File: src/rtl/rf_wb_arbiter_pkg.sv
// Shared constants and types for the register-file write-back arbiter.
// Optional LU bypass is selected by the WB_BYPASS_EN macro.
package rf_wb_arbiter_pkg;

    localparam int REG_AW = 5;
    localparam int DATA_W = 32;

    localparam logic [4:0] REG_RA   = 5'd31;
    localparam logic [4:0] REG_ZERO = 5'd0;

    typedef enum logic [1:0] {
        GNT_NONE,
        GNT_PIPE,
        GNT_POP,
        GNT_BYP
    } grant_e;

endpackage

File: src/rtl/wb_result_fifo.sv
// Small FIFO holding LU results until the write port is free.
// Caller guarantees no push when full and no pop when empty.
module wb_result_fifo #(
    parameter int W     = 37,
    parameter int DEPTH = 2
) (
    input  logic         clk,
    input  logic         rst_n,
    input  logic         push_i,
    input  logic [W-1:0] wdata_i,
    input  logic         pop_i,
    output logic [W-1:0] rdata_o,
    output logic         full_o,
    output logic         empty_o
);
    import rf_wb_arbiter_pkg::*;

    localparam int AW = $clog2(DEPTH);

    logic [W-1:0]  mem_q [DEPTH];
    logic [AW-1:0] wr_ptr_q;
    logic [AW-1:0] rd_ptr_q;
    logic [AW:0]   cnt_q;

    assign full_o  = (cnt_q == (AW+1)'(DEPTH));
    assign empty_o = (cnt_q == '0);
    assign rdata_o = mem_q[rd_ptr_q];

    // DEPTH is a power of two, so pointer overflow is the wrap
    always_ff @(posedge clk or negedge rst_n) begin
        if (!rst_n) begin
            wr_ptr_q <= '0;
            rd_ptr_q <= '0;
            cnt_q    <= '0;
        end else begin
            if (push_i) wr_ptr_q <= wr_ptr_q + 1'b1;
            if (pop_i)  rd_ptr_q <= rd_ptr_q + 1'b1;
            cnt_q <= cnt_q + (AW+1)'(push_i) - (AW+1)'(pop_i);
        end
    end

    always_ff @(posedge clk) begin
        if (push_i) mem_q[wr_ptr_q] <= wdata_i;
    end

endmodule

File: src/rtl/rf_wb_arbiter.sv
// Register-file write-port arbiter: WB stage vs. queued LU results.
// Define WB_BYPASS_EN to let LU results skip an empty FIFO.
module rf_wb_arbiter #(
    parameter int DATA_W     = rf_wb_arbiter_pkg::DATA_W,
    parameter int REG_AW     = rf_wb_arbiter_pkg::REG_AW,
    parameter int Q_DEPTH    = 2,
    parameter int STARVE_MAX = 3
) (
    input  logic              clk,
    input  logic              rst_n,
    input  logic              pipe_we,
    input  logic [REG_AW-1:0] pipe_dest,
    input  logic [DATA_W-1:0] pipe_wdata,
    input  logic              lu_issue,
    input  logic [REG_AW-1:0] lu_issue_dest,
    input  logic              lu_valid,
    output logic              lu_ready,
    input  logic [REG_AW-1:0] lu_dest,
    input  logic [DATA_W-1:0] lu_data,
    input  logic [REG_AW-1:0] rd_addr_a,
    input  logic [REG_AW-1:0] rd_addr_b,
    output logic              busy_a,
    output logic              busy_b,
    output logic              stall_req,
    output logic              rf_we,
    output logic [REG_AW-1:0] rf_waddr,
    output logic [DATA_W-1:0] rf_wdata
);
    import rf_wb_arbiter_pkg::*;

    localparam int SW   = $clog2(STARVE_MAX + 1);
    localparam int EW   = REG_AW + DATA_W;
    localparam int NREG = 1 << REG_AW;

    logic              full;
    logic              empty;
    logic              push;
    logic              pop;
    logic [EW-1:0]     head;
    logic [REG_AW-1:0] head_dest;
    logic [DATA_W-1:0] head_data;
    grant_e            grant;
    logic [REG_AW-1:0] sel_dest;
    logic [DATA_W-1:0] sel_data;
    logic              clr;

    logic [SW-1:0]     starve_cnt_q, starve_cnt_d;
    logic [NREG-1:0]   busy_q, busy_d;
    logic              rf_we_q, rf_we_d;
    logic [REG_AW-1:0] rf_waddr_q;
    logic [DATA_W-1:0] rf_wdata_q;

    assign {head_dest, head_data} = head;

    assign lu_ready  = !full;
    assign stall_req = (starve_cnt_q == SW'(STARVE_MAX)) && !empty;
    assign busy_a    = busy_q[rd_addr_a];
    assign busy_b    = busy_q[rd_addr_b];

    always_comb begin
        grant = GNT_NONE;
        if (stall_req)    grant = GNT_POP;
        else if (pipe_we) grant = GNT_PIPE;
        else if (!empty)  grant = GNT_POP;
`ifdef WB_BYPASS_EN
        else if (lu_valid) grant = GNT_BYP;
`endif
    end

    assign pop  = (grant == GNT_POP);
    assign clr  = pop || (grant == GNT_BYP);
    assign push = lu_valid && !full && (grant != GNT_BYP);

    always_comb begin
        sel_dest = '0;
        sel_data = '0;
        unique case (grant)
            GNT_PIPE: begin
                sel_dest = pipe_dest;
                sel_data = pipe_wdata;
            end
            GNT_POP: begin
                sel_dest = head_dest;
                sel_data = head_data;
            end
            GNT_BYP: begin
                sel_dest = lu_dest;
                sel_data = lu_data;
            end
            GNT_NONE: ;
        endcase
    end

    // reg 0 writes are dropped but still retire their busy bit
    assign rf_we_d = (grant != GNT_NONE) && (sel_dest != REG_ZERO);

    always_comb begin
        busy_d = busy_q;
        if (clr)      busy_d[sel_dest] = 1'b0;
        if (lu_issue) busy_d[lu_issue_dest] = 1'b1;
        busy_d[0] = 1'b0;
    end

    always_comb begin
        starve_cnt_d = starve_cnt_q;
        if (pop || empty)
            starve_cnt_d = '0;
        else if (starve_cnt_q != SW'(STARVE_MAX))
            starve_cnt_d = starve_cnt_q + 1'b1;
    end

    always_ff @(posedge clk or negedge rst_n) begin
        if (!rst_n) begin
            rf_we_q      <= 1'b0;
            rf_waddr_q   <= '0;
            rf_wdata_q   <= '0;
            starve_cnt_q <= '0;
            busy_q       <= '0;
        end else begin
            rf_we_q      <= rf_we_d;
            rf_waddr_q   <= sel_dest;
            rf_wdata_q   <= sel_data;
            starve_cnt_q <= starve_cnt_d;
            busy_q       <= busy_d;
        end
    end

    assign rf_we    = rf_we_q;
    assign rf_waddr = rf_waddr_q;
    assign rf_wdata = rf_wdata_q;

    wb_result_fifo #(
        .W     (EW),
        .DEPTH (Q_DEPTH)
    ) u_fifo (
        .clk     (clk),
        .rst_n   (rst_n),
        .push_i  (push),
        .wdata_i ({lu_dest, lu_data}),
        .pop_i   (pop),
        .rdata_o (head),
        .full_o  (full),
        .empty_o (empty)
    );

endmodule

File: config.mk
export PLATFORM = sky130hd
export DESIGN_NAME = rf_wb_arbiter
export DESIGN_NICKNAME = d
export VERILOG_FILES = /design/src/rtl/rf_wb_arbiter_pkg.sv /design/src/rtl/wb_result_fifo.sv /design/src/rtl/rf_wb_arbiter.sv
export SDC_FILE = /design/constraint.sdc
export NUM_CORES = 1
export LEC_CHECK = 0
export BUFFER_PORTS_ARGS = -buffer_cell sky130_fd_sc_hd__buf_2
export CAP_MARGIN = 20
export CELL_PAD_IN_SITES_DETAIL_PLACEMENT = 0
export CELL_PAD_IN_SITES_GLOBAL_PLACEMENT = 2
export CORE_MARGIN = 4
export CORE_UTILIZATION = 30
export CTS_CLUSTER_DIAMETER = 50
export DETAILED_ROUTE_END_ITERATION = 6
export GPL_TIMING_DRIVEN = 0
export PLACE_DENSITY_LB_ADDON = 0.25
export SLEW_MARGIN = 20
export SYNTH_ARGS = -nofsm -noshare
export SYNTH_HDL_FRONTEND = slang
export SYNTH_SLANG_ARGS = --single-unit
File: constraint.sdc
create_clock -name clk -period 3.87 [get_ports clk]
set_clock_uncertainty 0.15 [all_clocks]
set_input_delay 0.774 -clock clk [delete_from_list [all_inputs] [get_ports clk]]
set_output_delay 0.774 -clock clk [all_outputs]
set_load 0.05 [all_outputs]
==> results of run 1 <==
-- worst max-delay path by stage --
| stage | cells after the start | end | slack (ns) |
|---|---|---|---|
| floorplan | 6 | busy_b | 0.32 |
| global route | 7 | busy_a | 0.36 |
| detailed placement | 7 | busy_a | 0.45 |
| finish | 7 | busy_a | 0.49 |
| CTS | 7 | busy_a | 0.44 |
| global placement | 3 | u_fifo.mem_q[0][26] | -0.34 |
-- worst register-to-register path, delay by kind of cell, from the launching register on --
kind | cells | cell delay, ns
flip-flops | 1 | 0.35
adder cells (fa/ha/maj) | 1 | 0.21
AO/OA/AOI/OAI | 1 | 0.18
AND/OR/NAND/NOR | 4 | 1.30
-- through the flow --
step           setup TNS [ns]  hold slack (ns)  util, %  cell area, um2  total power, uW
4_1_cts                     0            0.180     39.0            7990             6160
5_1_grt                     0            0.203     39.0            7990             6430
3_5_place_dp                0            0.291     36.2            7420             4570
3_3_place_gp           -12.55            0.283     35.7            7320             4480
2_1_floorplan               0            0.269        -            6320             3870
6_report                    0            0.189     39.0            7990             6080
-- layout by cell type, fill, tap and decap left out, drive strengths merged, types with 6 or more instances in the layout --
cell type / n
dfrtp: 75
mux4: 10
nand3b: 10
buf: 146
mux2i: 45
nand3: 9
nand2: 50
clkinv: 7
nor3: 6
nor2: 14
clkbuf: 27
inv: 16
edfxtp: 74
o21ai: 86
-- sequential cells by signal, indices dropped and copies added (netlist names) --
name,flops
rf_waddr,5
u_fifo.cnt_q,2
starve_cnt_q,2
u_fifo.rd_ptr_q,1
u_fifo.wr_ptr_q,1
u_fifo.mem_q,74
rf_we,1
busy_q,31
rf_wdata,32
-- layout make-up --
| cell class | instances | area (um2) | share of cell area, % |
|---|---|---|---|
| tap | 270 | 338 | 4.23 |
| inverter | 10 | 37.5 | 0.470 |
| timing repair buffer | 135 | 753 | 9.43 |
| clock inverter | 14 | 123 | 1.54 |
| sequential | 149 | 4100 | 51.3 |
| multi-input combinational | 303 | 2100 | 26.3 |
| buffer | 20 | 93.8 | 1.17 |
| clock buffer | 18 | 439 | 5.50 |
-- per-layer routing --
metal | vias to the layer above | GRT usage [%] | wire length [um]
met1 | 2188 | 17.2 | 7180
met5 | - | 0 | 47
met3 | 31 | 4.75 | 983
met4 | 8 | 5.18 | 255
met2 | 126 | 23.8 | 8230
li1 | 2109 | - | -
-- power by group through the flow --
stage                     registers (uW)  logic [uW]  clock network (uW)
after floorplan                     2850        1020                   0
after global placement              2470        2010                   0
after detailed placement            2470        2100                   0
after CTS                           2440        2100                1620
after global routing                2500        2240                1680
final                               2440        2070                1570
-- kinds of logic (layout without fill, tap and decap cells) --
| family | after synthesis | in the layout | share of synthesized area, % |
|---|---|---|---|
| AO/OA/AOI/OAI | 113 | 113 | 10.2 |
| buffers and inverters | 30 | 197 | 2.08 |
| multiplexers | 60 | 60 | 11.6 |
| adder cells (fa/ha/maj) | 3 | 3 | 0.594 |
| XOR/XNOR | 4 | 4 | 0.554 |
| flip-flops | 149 | 149 | 64.8 |
| AND/OR/NAND/NOR | 123 | 123 | 10.1 |
==> results_dict.tcl, run 1 <==
set metrics [dict create \
    fin_nets 733 \
    end_kind "output port" \
    n_fill_cell 1989 \
    post_cts_resized 0 \
    grt_start_max_net_pins 43 \
    num_rows 52 \
    postCtsSetupBuffers 0 \
    final_cell_count_no_fill 919 \
    async_flop_share_pct 50.3 \
    first_iter_violations 232 \
    cp_num_buf_inv 3 \
    grt_pass1_vias 4677 \
    hold_buffers 0 \
    antenna_found_initial 4 \
    start_kind "input port" \
    die_h_um 153 \
    clk_pin_slew_worst_paths_ns 0.06 \
    crit_fanout 10 \
    ys_top_cells_by_count "78 x o21ai_0, 75 x dfrtp_1, 74 x edfxtp_1" \
    synth.distinct_cells 54 \
    setup_viol_count_final 0 \
    coreArea_um2 20500 \
    die_x_um 153 \
    syn_nets 579 \
    grt_pass1_wl_mm 25.8 \
    dpl.cell_count 887 \
    numCtsBuffers 17 \
    synthToLayoutAreaGrowth_pct 26.3 \
    seqPwrFrac_pct 40.2 \
    cp.arrival_ns 2.45 \
    critPathLaunch "rd_addr_a[0]" \
    cp_common_cell "buf_2" \
    grt_overflow 0 \
    ys.flop_type "dfrtp_1" \
    io_pins 136 \
    max-cap-violations 0 \
    synth-seq-area-share_pct 64.8 \
    crit_type "in2out" \
    finalCriticalPeriod_ns 3.38 \
    path_cells "buf_2 > buf_2 > mux4_2 > mux2i_1 > nor3b_1 > a211o_1 > buf_2" \
    drc 0 \
    relSlewSlack_pct 56.4 \
    start_util_pct 30.9 \
    root_buffer "clkbuf_16" \
    place.gp.congestion 0.758 \
    synth_top_cell_by_area "edfxtp_1" \
    clock_sinks 149 \
    num_vias 4462 \
    p_per_area_nw_per_um2 761 \
    slowest_delay_ns 0.53 \
    run_status "finished clean" \
    post-route-period-util_pct 87.3 \
    dp_hpwl_mm 12.2 \
    cts_buffer_depth 2 \
    drv_slew 0 \
    hold_class "in2async" \
    vdd_drop_max_uv 357 \
    reg2reg_slack_ns 1.58 \
    postRouteAntennaNets 0 \
    htreeDepth 4 \
    timing_hold_violations_final 0 \
    p_switching_uw 2270 \
    yosysWarnings 0 \
    clkPwrFrac_pct 25.8 \
    clk-insertion-delay-late_ns 0.41 \
    drt_first_pass_iters 4 \
    drive_above_1_share_pct 31.3 \
    synth_most_common_cell "o21ai_0" \
    pwr-share-comb_pct 34.0 \
    routed_wl_mm 16.7 \
    synth_edf_count 74 \
    synth_area_um2 6320 \
    switching_share_pct 37.3 \
    grt_util_all_layers_pct 14.3 \
    cp_top_family "multiplexers" \
    power_leakage_uw 0.00336 \
    critical-path-slowest-cell "mux4_2" \
    r2r_end "busy_q[9]" \
    vias_per_cell 4.86 \
    cts_tree "yes" \
    required_ns 2.95 \
    r2r_cells 6 \
    pre_cts_slack_ns 0.452 \
    worst_pin_slew_ns 0.648 \
    dieArea_um2 23500 \
    fmax_ghz 0.296 \
    wl_per_cell_um 18.2 \
    worstReg2RegStart "starve_cnt_q[0]" \
    syn_area_per_cell_um2 13.1 \
    synth_area_leaders "edfxtp_1 35%, dfrtp_1 30%, mux2i_1 7.0%" \
    syn_inst 482 \
    intPower_uw 3810 \
    fin_ws_ns 0.493 \
    ys_ff_latch 149 \
    portBuffers 131 \
    n_antenna_cell 0 \
    synth.top_cell.area_share_pct 35.1 \
    rsz0062_at_grt "no" \
]
(Power assumes the default switching activity.)
==> run 2: changes to the inputs <==
--- a/config.mk
+++ b/config.mk
@@ -12,6 +12,7 @@
 export CORE_MARGIN = 4
 export CORE_UTILIZATION = 30
 export CTS_CLUSTER_DIAMETER = 50
+export CTS_CLUSTER_SIZE = 28
 export DETAILED_ROUTE_END_ITERATION = 6
 export GPL_TIMING_DRIVEN = 0
 export PLACE_DENSITY_LB_ADDON = 0.25
==> constraint.sdc (replaced) <==
create_clock -name clk -period 3.19 [get_ports clk]
set_clock_uncertainty 0.15 [all_clocks]
set_input_delay 0.638 -clock clk [delete_from_list [all_inputs] [get_ports clk]]
set_output_delay 0.638 -clock clk [all_outputs]
set_load 0.1 [all_outputs]
==> run 2 against run 1 <==
Against the previous run: critical endpoint unchanged; die area did not move; largest cell class unchanged; first-iteration DRC count shrank 0.86%; clock power increased by 25%; total power grew 33%; final cell count down 0.11%; highest routed layer unchanged; register-to-register slack lost 0.69 ns; cell area is essentially flat.
==> results_dict.tcl, run 2 (synthesis gave the netlist of run 1 again) <==
set metrics [dict create \
    wl_per_cell_um 17.9 \
    dpl.cell_count 886 \
    io_pins 136 \
    clkPwrFrac_pct 24.3 \
    start_util_pct 30.9 \
    p_switching_uw 3380 \
    dpl-instance-area_um2 7410 \
    largest_register_ffs 74 \
    die_x_um 153 \
    layout_commonest_cell "buf_2" \
    max-cap-violations 0 \
    numCtsBuffers 17 \
    die_h_um 153 \
    slowest_delay_ns 0.52 \
    cp_common_cell "buf_2" \
    multiInputGateArea_um2 2110 \
    dp_hpwl_mm 12.1 \
    first_iter_violations 230 \
    pwr-share-comb_pct 39.1 \
    largest_register "u_fifo.mem_q" \
    place.gp.congestion 0.852 \
    clock_sinks 149 \
    switching_share_pct 42.0 \
    grt_pass1_vias 4791 \
    drt_first_pass_iters 5 \
    cp.arrival_ns 2.27 \
    start_kind "input port" \
    fmax_ghz 0.327 \
    relSlewSlack_pct 55.3 \
    cts_tree "yes" \
    setup_viol_count_final 0 \
    dieArea_um2 23500 \
    stdcell_area_um2 7990 \
    vias_per_cell 4.81 \
    coreArea_um2 20500 \
    post-route-period-util_pct 95.9 \
    grt_start_max_net_pins 48 \
    run_status "finished clean" \
    n_antenna_cell 0 \
    grt_overflow 0 \
    drv_slew 0 \
    hold_buffers 0 \
    seq_area_um2 4100 \
    reg2reg_slack_ns 0.89 \
    num_vias 4416 \
    power_leakage_uw 0.00335 \
    post_cts_resized 0 \
    hold_class "in2async" \
    root_buffer "clkbuf_16" \
    intPower_uw 4680 \
    end_kind "output port" \
    seqPwrFrac_pct 36.7 \
    crit_fanout 10 \
    fin_nets 732 \
    grt_pass1_wl_mm 26.6 \
    postCtsSetupBuffers 0 \
    vdd_drop_max_uv 427 \
    drc 0 \
    antenna_found_initial 5 \
    portBuffers 131 \
    layout_common_cells "138 x buf_2, 78 x o21ai_0, 75 x dfrtp_1" \
    grt_util_all_layers_pct 14.6 \
    htreeDepth 4 \
    num_rows 52 \
    clk_pin_slew_worst_paths_ns 0.06 \
    synthToLayoutAreaGrowth_pct 26.3 \
    critical-path-slowest-cell "mux4_2" \
    required_ns 2.40 \
    rsz0062_at_grt "no" \
    finalCriticalPeriod_ns 3.06 \
    n_fill_cell 2017 \
    path_cells "buf_2 > clkbuf_4 > mux4_2 > mux2i_1 > nor3b_1 > a211o_1 > buf_2" \
    routed_wl_mm 16.4 \
    final_cell_count_no_fill 918 \
    clk-insertion-delay-late_ns 0.41 \
    crit_type "in2out" \
    postRouteAntennaNets 0 \
    timing_hold_violations_final 0 \
    cp_num_buf_inv 3 \
    drive_above_1_share_pct 31.2 \
    p_per_area_nw_per_um2 1010 \
    cts_buffer_depth 2 \
    cp_top_family "multiplexers" \
    worst_pin_slew_ns 0.663 \
]
-- run 2: cell count changes in the layout (fill, tap and decap cells not counted), moves of 2 or more --
| cell | delta |
|---|---|
| clkbuf_1 | +3 |
| inv_6 | -3 |
| clkinv_1 | -2 |
| clkinvlp_4 | +2 |
-- run 2: worst paths after layout --
check                      cells after the start            start             endpoint
min                                            1            rst_n          rf_wdata[0]
min in group clk                               1      lu_data[17]  u_fifo.mem_q[0][17]
max                                            7     rd_addr_a[0]               busy_a
max reg2reg                                    6  starve_cnt_q[0]            busy_q[9]
max in group asynchronous                      2            rst_n          rf_waddr[2]
min reg2reg                                    1  starve_cnt_q[0]      starve_cnt_q[0]
-- run 2: final cells by class --
type,instances,area share [%]
Buffer,20,1.21
Clock inverter,11,1.57
Sequential cell,149,51.3
Tap cell,270,4.23
Inverter,10,0.470
Clock buffer,21,5.64
Multi-Input combinational cell,303,26.4
Timing Repair Buffer,134,9.18
-- run 2: power groups by stage --
stage	sequential, uW	combinational (uW)	clock [uW]
floorplan	4040	1320	0
global placement	2980	3110	0
detailed placement	2990	3200	0
CTS	2960	3200	2020
global route	3030	3380	2100
finish	2960	3150	1960
-- run 2: per-layer routing --
layer / vias to the layer above / track usage [%] / part of all wire [%]
li1: 2105 / - / -
met1: 2135 / 17.4 / 41
met2: 138 / 24.4 / 50
met3: 28 / 4.95 / 7.1
met4: 10 / 5.60 / 1.4
met5: - / 0 / 0.30
-- run 2: stage by stage --
step           power [uW]  worst slack [ns]  hold slack (ns)  setup TNS (ns)  util (%)
6_report             8060             0.131           0.0192               0      39.0
5_1_grt              8520            0.0139           0.0300               0      39.0
4_1_cts              8180            0.0516           0.0185               0      39.0
3_5_place_dp         6190            0.0575            0.302               0      36.2
3_3_place_gp         6090            0.0417            0.275               0      35.8
2_1_floorplan        5360            -0.221            0.192          -0.221         -
-- run 2: worst reg2reg max path, delay by kind of cell, from the launching register on --
kind,cells,cell delay (ns)
AO/OA/AOI/OAI,1,0.18
adder cells (fa/ha/maj),1,0.20
flip-flops,1,0.35
AND/OR/NAND/NOR,4,1.30
